### src/rtl/adsr_envelope_gen.sv
// ADSR envelope generator: synchronised, debounced gate driving a
// four-stage volume envelope with live-programmable rates and sustain.
module adsr_envelope_gen #(
   parameter int VOLUME_BITS    = 8,
   parameter int RATE_BITS      = 16,
   parameter int DEBOUNCE_COUNT = 500
) (
   input  logic                   mclk,
   input  logic                   rst_n,
   input  logic                   gate_raw,
   input  logic [RATE_BITS-1:0]   attack_rate,
   input  logic [RATE_BITS-1:0]   decay_rate,
   input  logic [RATE_BITS-1:0]   release_rate,
   input  logic [VOLUME_BITS-1:0] sustain_level,
   output logic [VOLUME_BITS-1:0] volume,
   output logic [2:0]             stage,
   output logic                   active
);

   localparam logic [VOLUME_BITS-1:0] VMAX = '1;

   typedef enum logic [2:0] {
      ST_IDLE    = 3'd0,
      ST_ATTACK  = 3'd1,
      ST_DECAY   = 3'd2,
      ST_SUSTAIN = 3'd3,
      ST_RELEASE = 3'd4
   } stage_e;

   logic                   sync1_q, sync2_q;
   logic                   gate_db;
   logic                   gate_prev_q;
   logic                   rise, fall;
   stage_e                 stage_q, stage_d;
   logic [VOLUME_BITS-1:0] vol_q, vol_d;
   logic [RATE_BITS-1:0]   cnt_q, cnt_d;
   logic [RATE_BITS-1:0]   rate;
   logic                   step;
   logic                   active_q, active_d;

   always_ff @(posedge mclk or negedge rst_n) begin
      if (!rst_n) begin
         sync1_q <= 1'b0;
         sync2_q <= 1'b0;
      end else begin
         sync1_q <= gate_raw;
         sync2_q <= sync1_q;
      end
   end

   if (DEBOUNCE_COUNT == 0) begin : g_bypass
      assign gate_db = sync2_q;
   end else begin : g_db
      localparam int DB_W = (DEBOUNCE_COUNT > 1) ? $clog2(DEBOUNCE_COUNT) : 1;
      localparam logic [DB_W-1:0] DB_LAST = DB_W'(DEBOUNCE_COUNT - 1);

      logic            db_q, db_d;
      logic [DB_W-1:0] db_cnt_q, db_cnt_d;

      // The sample that completes DEBOUNCE_COUNT disagreeing cycles flips
      // gate_db on the same edge and restarts the count.
      always_comb begin
         db_d     = db_q;
         db_cnt_d = '0;
         if (sync2_q != db_q) begin
            if (db_cnt_q == DB_LAST) begin
               db_d = ~db_q;
            end else begin
               db_cnt_d = db_cnt_q + DB_W'(1);
            end
         end
      end

      always_ff @(posedge mclk or negedge rst_n) begin
         if (!rst_n) begin
            db_q     <= 1'b0;
            db_cnt_q <= '0;
         end else begin
            db_q     <= db_d;
            db_cnt_q <= db_cnt_d;
         end
      end

      assign gate_db = db_q;
   end

   assign rise = gate_db & ~gate_prev_q;
   assign fall = ~gate_db & gate_prev_q;

   always_comb begin
      rate = attack_rate;
      if (stage_q == ST_DECAY) begin
         rate = decay_rate;
      end else if (stage_q == ST_RELEASE) begin
         rate = release_rate;
      end
      step = (cnt_q >= rate);
   end

   // Gate edges take priority over steps and level-reached transitions.
   always_comb begin
      stage_d = stage_q;
      vol_d   = vol_q;
      cnt_d   = '0;
      unique case (stage_q)
         ST_IDLE: begin
            vol_d = '0;
            if (rise) begin
               stage_d = ST_ATTACK;
            end
         end
         ST_ATTACK: begin
            if (fall) begin
               stage_d = ST_RELEASE;
            end else if (vol_q == VMAX) begin
               stage_d = ST_DECAY;
            end else if (step) begin
               vol_d = vol_q + VOLUME_BITS'(1);
            end else begin
               cnt_d = cnt_q + RATE_BITS'(1);
            end
         end
         ST_DECAY: begin
            if (fall) begin
               stage_d = ST_RELEASE;
            end else if (vol_q <= sustain_level) begin
               stage_d = ST_SUSTAIN;
               vol_d   = sustain_level;
            end else if (step) begin
               vol_d = vol_q - VOLUME_BITS'(1);
            end else begin
               cnt_d = cnt_q + RATE_BITS'(1);
            end
         end
         ST_SUSTAIN: begin
            if (fall) begin
               stage_d = ST_RELEASE;
            end else begin
               vol_d = sustain_level;
            end
         end
         ST_RELEASE: begin
            if (rise) begin
               stage_d = ST_ATTACK;
            end else if (vol_q == '0) begin
               stage_d = ST_IDLE;
            end else if (step) begin
               vol_d = vol_q - VOLUME_BITS'(1);
            end else begin
               cnt_d = cnt_q + RATE_BITS'(1);
            end
         end
         default: begin
            stage_d = ST_IDLE;
            vol_d   = '0;
         end
      endcase
      active_d = (stage_d != ST_IDLE);
   end

   always_ff @(posedge mclk or negedge rst_n) begin
      if (!rst_n) begin
         gate_prev_q <= 1'b0;
         stage_q     <= ST_IDLE;
         vol_q       <= '0;
         cnt_q       <= '0;
         active_q    <= 1'b0;
      end else begin
         gate_prev_q <= gate_db;
         stage_q     <= stage_d;
         vol_q       <= vol_d;
         cnt_q       <= cnt_d;
         active_q    <= active_d;
      end
   end

   assign volume = vol_q;
   assign stage  = stage_q;
   assign active = active_q;

endmodule

### config.mk
export PLATFORM = sky130hd
export DESIGN_NAME = adsr_envelope_gen
export DESIGN_NICKNAME = d
export VERILOG_FILES = /design/src/rtl/adsr_envelope_gen.sv
export SDC_FILE = /design/constraint.sdc
export NUM_CORES = 1
export LEC_CHECK = 0
export ABC_CLOCK_PERIOD_IN_PS = 6200
export CORE_ASPECT_RATIO = 1.2
export CORE_MARGIN = 5
export CORE_UTILIZATION = 45
export CTS_CLUSTER_SIZE = 30
export DETAILED_ROUTE_END_ITERATION = 10
export PLACE_DENSITY = 0.82
export SLEW_MARGIN = 20
export SYNTH_ARGS = -nofsm -noshare
export SYNTH_HDL_FRONTEND = slang
export SYNTH_SLANG_ARGS = --single-unit
### constraint.sdc
create_clock -name mclk -period 6.2 [get_ports mclk]
set_clock_uncertainty 0.05 [all_clocks]
set_input_delay 0.93 -clock mclk [delete_from_list [all_inputs] [get_ports mclk]]
set_output_delay 0.93 -clock mclk [all_outputs]
set_load 0.1 [all_outputs]
==> results.md, run 1 <==
* Status: complete, no violations
* Layout area overhead at 25.8%
* Share of the cycle needed by the critical path after routing at 0.700
* Vias at approximately 3000
* Hold bufs inserted after CTS at 0
* Global-route wire length before repair at 13700 µm
* Antenna-violating nets left at 0
* Number of nets in the synthesized netlist at between 400 and 500
* Post-layout power at 769 µW
* Share of synthesized registers carrying an async set or reset at 1.00
* Total Wirelength at 8400 µm
* Crit start category: register
* Most instantiated cells after synthesis: 50 x sky130_fd_sc_hd__nand2_1, 47 x sky130_fd_sc_hd__nor2_1, 43 x sky130_fd_sc_hd__a21oi_1
* Fraction of final layout cells sized beyond drive strength 1 at 0.0490
* Total leakage power at approximately 0.0018 µW
* Post-DP HPWL at 6500 µm
* Critical path required time at 6330 ps
* Reg-to-Reg End: volume[0]
* Average wire per cell in the routed design at 15.7 µm
* Synthesized area at 0.00320 mm²
* Setup-violating endpoint count in the final report at 0
* Count of flip-flops with a built-in enable after synthesis at 0
* Worst EP arrival at about 4500 ps
* Full die area at a little under 0.009 mm²
* CTS HTree Levels at 2
* Final weighted congestion of routability-driven global placement at about 0.89
* Total of cells resized after clock tree synthesis at 0
* Worst IR drop on VDD at around 0.00019 V
* Endpoint type of the worst setup path: register
* Number of library cell types mapped by synthesis at 51
* Biggest fanout along the worst timing path at 19
* Number of pins with negative max-slew slack in the final report at 0
* DRC Markers at 0
* Maximum clock insertion buffer count at 2
* Startpoint of the lowest-slack register-to-register path: stage[0]
* Sum Neg Setup Slack at 0 ps
* R2r worst-path depth at 13
* Clock period minus worst slack at approximately 4300 ps
* Worst path slowest cell: sky130_fd_sc_hd__and2_1
* Largest stage delay, worst path at 710 ps
* Final Net Count at 536
* Largest net degree at the start of global routing at 42
* Tightest Hold Check Type: register to register
* First drt pass iteration count at 5
* Max-slew headroom at the worst pin at 0.342
* Cell seen most often among critical-path stages: sky130_fd_sc_hd__a21oi_1
* Initial cell density of the core at 0.465
* Area share of the largest cell type after synthesis at 0.320
* GRT Resource Usage Total at 0.192
* Power density of the placed cells at 191 mW/mm²
* Predominant post-synthesis flop cell: sky130_fd_sc_hd__dfrtp_1
* Synth area leaders: sky130_fd_sc_hd__dfrtp_1 32%, sky130_fd_sc_hd__ha_1 11%, sky130_fd_sc_hd__a21oi_1 6.7%, sky130_fd_sc_hd__nand2_1 5.9%, sky130_fd_sc_hd__nor2_1 5.5%
* Worst setup path end: volume[0]
* Chip width at 87.0 µm
* Achievable frequency at 230 MHz
* Vias in the first global route at 2935
* Worst slew pin tran at 984 ps
* Most frequently used cell type in the post-synthesis netlist: sky130_fd_sc_hd__nand2_1
* Number of placement rows at 33
* RSZ-0062 raised after global routing: false
* Buffers and inverters on the worst path at 0
* Number of vias per cell at 5.61
* Cell-by-cell trace of the critical path: nor2_1 -> and2_1 -> nand2_1 -> a21oi_1 -> a21oi_1 -> ha_1 -> nand4_1 -> nor3_2 -> o311ai_1 -> and3_1 -> a221oi_1 -> o21ai_1 -> a22o_1
* Max_cap viols at 0
* Initial drt markers at 242
* Total stage count of the critical path at 13
* Library cell with the largest summed area after synthesis: sky130_fd_sc_hd__dfrtp_1
* Ports placed on the boundary at 71
* Seq/Total Area, Yosys at 0.320
* Synth Register Bits at 41
* Die height at a little over 100 µm
* Clock tree from TritonCTS: built
* Clock slew at reported path FFs at approximately 80 ps
* Antenna violations before repair at 0
* Post-synthesis instance total at 387
* Postcts setup bufs at 0
* Inserted Clock Buffers at 5
* Reg-to-reg setup timing slack at 1860 ps
* Clock tree root driver cell: sky130_fd_sc_hd__clkbuf_8
* Number of I/O port buffers at 70
* Launch point of the critical path: stage[0]
* Clk sinks at 41
* Worst skew pair latency at around 300 ps
* Antenna diodes at 0
* Total core area at approximately 0.007 mm²
* Avg Inst Size Synth at 8.28 µm²
* Remaining global-route overflow at 0
* Synthesis Warnings at 0
* Classification of the worst setup path: register to register
* Final Hold Fails at 0
* Crit-path leading delay family: simple AND/OR/NAND/NOR gates
## routing by layer
| layer | vias up | GRT usage | routed length, µm |
|---|---|---|---|
| met4 | 0 | 0.0576 | 127 |
| met5 | - | 0 | 0 |
| met2 | 81 | 0.347 | 4370 |
| li1 | 1491 | - | - |
| met1 | 1422 | 0.240 | 3560 |
| met3 | 13 | 0.0185 | 351 |
## cell usage in the layout, fill, tap and decap left out, drive strengths merged, types with 5 or more instances in the layout
cell type / instances
nand2: 50
ha: 29
o2bb2ai: 6
dfrtp: 41
nor2: 47
xor2: 13
nor3: 16
xnor2: 14
a221oi: 5
clkdlybuf4s50: 69
and3: 9
nand3: 15
a22o: 5
o21ai: 14
clkbuf: 6
inv: 16
nor2b: 5
a21oi: 44
nand4: 7
## registers in the layout (all words and copies together) (netlist names)
| register | count |
|---|---|
| cnt_q | 16 |
| g_db.db_cnt_q | 9 |
| volume | 8 |
| stage | 3 |
| active | 1 |
| g_db.db_q | 1 |
| gate_prev_q | 1 |
| sync1_q | 1 |
| sync2_q | 1 |
## kinds of logic (layout without fill, tap and decap cells)
kind of cell | count (synthesis) | after routing | share of synthesized area
DFF | 41 | 41 | 0.320
buffers and inverters | 32 | 94 | 0.0484
adders and majority gates | 29 | 29 | 0.113
xor gates and xnor gates | 27 | 27 | 0.0738
AOI/OAI and AO/OA | 89 | 89 | 0.180
muxes | 1 | 1 | 0.00351
and+or+nand+nor | 168 | 168 | 0.260
## worst min path at each step
stage / start / endpoint / slack (ps) / cells past startpoint
after floorplan: sync1_q / sync2_q / 280 / 0
after global placement: sync1_q / sync2_q / 280 / 0
after detailed placement: sync1_q / sync2_q / 290 / 0
after CTS: sync1_q / sync2_q / 300 / 0
after global routing: sync1_q / sync2_q / 330 / 0
final: sync1_q / sync2_q / 300 / 0
## cell type report
cell class | count | area [µm²]
flip-flops and latches | 41 | 1030
clock buffers | 6 | 72.6
inverters | 16 | 60.1
repair buffers | 70 | 696
well taps | 87 | 109
clock inverters | 2 | 38.8
fillers | 604 | 2860
multi-input cells | 314 | 2030
## per-stage QoR
stage | hold WS (ps) | utilization | setup slack (ps) | cell area [µm²] | cells
3_5_place_dp | 286 | 0.568 | 1960 | 3920 | 528
6_report | 303 | 0.585 | 1860 | 4030 | 536
2_1_floorplan | 281 | - | 1980 | 3200 | 387
5_1_grt | 329 | 0.585 | 1510 | 4030 | 536
4_1_cts | 304 | 0.584 | 1930 | 4030 | 536
3_3_place_gp | 284 | 0.568 | 2080 | 3920 | 528
## where the power goes
group	switching [µW]	internal [µW]	total (µW)
clock network	94.4	121	215
registers	37.1	294	331
logic	112	110	223
total	244	525	769
(Power assumes the default switching activity.)
==> run 2: changes to the inputs <==
Settings changed: ABC_CLOCK_PERIOD_IN_PS 6200 to 3900, PLACE_DENSITY 0.82 to 0.85.
Clock period 6.2 ns to 3.9 ns, I/O delays scaled along.
==> results.md, run 2 (synthesized netlist as in run 1, its figures left out) <==
* Status: complete, no violations
* Leading cell type in the layout, fill and taps excluded: sky130_fd_sc_hd__clkdlybuf4s50_1
* First drt pass iteration count at 6
* Critical path required time at between 4000 and 5000 ps
* Min-delay src: sync1_q
* Remaining global-route overflow at 0
* Global-route wire length before repair at 14900 µm
* Clock slew at reported path FFs at roughly 80 ps
* Maximum clock insertion buffer count at 2
* Worst slew pin tran at around 1200 ps
* Worst IR drop on VDD at 0.000335 V
* P_int at 852 µW
* Post-layout power at 1260 µW
* Most frequent cells in the layout: 69 x sky130_fd_sc_hd__clkdlybuf4s50_1, 50 x sky130_fd_sc_hd__nand2_1, 46 x sky130_fd_sc_hd__nor2_1, 43 x sky130_fd_sc_hd__a21oi_1, 38 x sky130_fd_sc_hd__dfrtp_1
* Die height at 102 µm
* Clk sinks at 41
* Clock tree root driver cell: sky130_fd_sc_hd__clkbuf_8
* Busiest grt layer: met2
* Routing usage on met2 at 0.370
* Initial drt markers at 271
* Max_cap viols at 0
* Switching share of total power at 0.321
* Number of I/O port buffers at 70
* Sequential cell area at between 0.001 and 0.0015 mm²
* Full die area at 0.00892 mm²
* Layout area overhead at 27.6%
* P_sw at 404 µW
* Met3 Usage GRT at 0.0371
* Max-slew headroom at the worst pin at 0.182
* Number of placement rows at 33
* Average wire per cell in the routed design at 17.0 µm
* Clock tree from TritonCTS: built
* Buffers and inverters on the worst path at 1
* Number of fillers in the final layout at between 500 and 600
* Worst slack on hold paths at 303 ps
* Tightest Hold Check Type: register to register
* Achievable frequency at 274 MHz
* Biggest fanout along the worst timing path at 14
* Final Net Count at between 500 and 600
* Chip width at 87.0 µm
* Crit-path leading delay family: simple AND/OR/NAND/NOR gates
* Hold-critical path endpoint: sync2_q
* Clock period minus worst slack at 3640 ps
* Antenna diodes at 0
* RSZ-0062 raised after global routing: false
* Power density of the placed cells at ~310 mW/mm²
* Total core area at slightly below 0.007 mm²
* Reg-to-reg setup timing slack at roughly 260 ps
* Setup-violating endpoint count in the final report at 0
* Portion of total power attributed to the clock network at 0.289
* Antenna violations before repair at 0
* Crit start category: register
* Total Wirelength at 9190 µm
* Startpoint of the lowest-slack register-to-register path: stage[0]
* Sum Neg Setup Slack at 0 ps
* Inserted Clock Buffers at 5
* R2r worst-path depth at 14
* Total leakage power at 0.00177 µW
* Worst Hold Path Cells at 0
* Max reg flops at 16
* Antenna-violating nets left at 0
* Register ranked first by flip-flop count: cnt_q
* Ports placed on the boundary at 71
* Reg power frac at 0.425
* Initial cell density of the core at 0.465
* Share of the cycle needed by the critical path after routing at 0.934
* Final Hold Fails at 0
* Final weighted congestion of routability-driven global placement at 0.945
* Classification of the worst setup path: register to register
* GR met1 Demand/Resource at 0.251
* Part of the total power dissipated in combinational logic at 0.286
* Worst path slowest cell: sky130_fd_sc_hd__dfrtp_2
* GRT Resource Usage Total at 0.212
* Vias in the first global route at 3134
* Fraction of final layout cells sized beyond drive strength 1 at 0.0728
* Number of pins with negative max-slew slack in the final report at 0
* Largest stage delay, worst path at approximately 480 ps
* Vias at roughly 3200
* Post-DP HPWL at slightly above 7000 µm
* Area used by multi-input combinational logic at around 0.0020 mm²
* CTS HTree Levels at 2
* Largest net degree at the start of global routing at 42
* Reg-to-Reg End: volume[0]
* DRC Markers at 0
* Worst skew pair latency at around 300 ps
* Worst EP arrival at between 3000 and 4000 ps
* Cell-by-cell trace of the critical path: nor2_1 -> nand2_1 -> buf_4 -> nand2_1 -> a21oi_1 -> a21oi_1 -> ha_1 -> nor2b_1 -> o211a_1 -> o311ai_1 -> and3_2 -> nor3_1 -> a221o_1 -> a22o_1
* Number of vias per cell at 5.87
* Endpoint type of the worst setup path: register
run 2: cell count changes in the layout (fill, tap and decap cells not counted), sizes merged:
cell / before / now
clkinv: 1 / 0
clkinvlp: 0 / 1
buf: 1 / 5
run 2: cell type report:
class	count	share of cell area
clock inverters	2	0.00918
well taps	87	0.0266
multi-input cells	314	0.500
clock buffers	6	0.0202
repair buffers	74	0.177
inverters	16	0.0147
flip-flops and latches	41	0.252
run 2: worst max path at each step:
stage | endpoint | slack (ps) | startpoint | cells past startpoint
global route | volume[2] | 8 | stage[0] | 14
global placement | volume[0] | 290 | stage[0] | 13
CTS | volume[0] | 80 | stage[0] | 13
detailed placement | volume[0] | 100 | stage[0] | 13
floorplan | volume[3] | 60 | stage[0] | 18
finish | volume[0] | 260 | stage[0] | 14
run 2: power by group through the flow:
stage / logic (µW) / clock network (µW) / registers [µW]
2_1_floorplan: 202 / 0 / 546
3_3_place_gp: 336 / 0 / 533
3_5_place_dp: 353 / 0 / 537
4_1_cts: 357 / 367 / 529
5_1_grt: 401 / 385 / 538
6_report: 360 / 363 / 534
run 2: what timing repair did:
| action | in CTS | in global routing |
|---|---|---|
| hold buffers | 0 | 0 |
| buffers inserted | 0 | 0 |
| endpoints found under the setup margin | 0 | 24 |
| resized for setup | 0 | 3 |
run 2: stage by stage:
stage | instances | area, µm² | utilization | setup WS [ps]
after floorplan | 387 | 3220 | - | 58.9
after global placement | 532 | 3960 | 0.574 | 295
after detailed placement | 532 | 3960 | 0.574 | 102
after CTS | 540 | 4080 | 0.591 | 77.2
after global routing | 540 | 4090 | 0.593 | 8.16
final | 540 | 4090 | 0.593 | 256
run 2: per-layer routing:
metal	up-vias	wire length (µm)
met3	32	532
met5	-	0
met4	0	369
met2	139	4720
li1	1502	-
met1	1496	3580
run 2: worst register-to-register path, cell delays in order (launching register included):
cell	delay [ps]
sky130_fd_sc_hd__dfrtp_2	480
sky130_fd_sc_hd__nor2_1	270
sky130_fd_sc_hd__nand2_1	300
sky130_fd_sc_hd__buf_4	260
sky130_fd_sc_hd__nand2_1	60
sky130_fd_sc_hd__a21oi_1	60
sky130_fd_sc_hd__a21oi_1	150
sky130_fd_sc_hd__ha_1	270
sky130_fd_sc_hd__nor2b_1	140
sky130_fd_sc_hd__o211a_1	200
sky130_fd_sc_hd__o311ai_1	270
sky130_fd_sc_hd__and3_2	430
sky130_fd_sc_hd__nor3_1	100
sky130_fd_sc_hd__a221o_1	310
sky130_fd_sc_hd__a22o_1	190
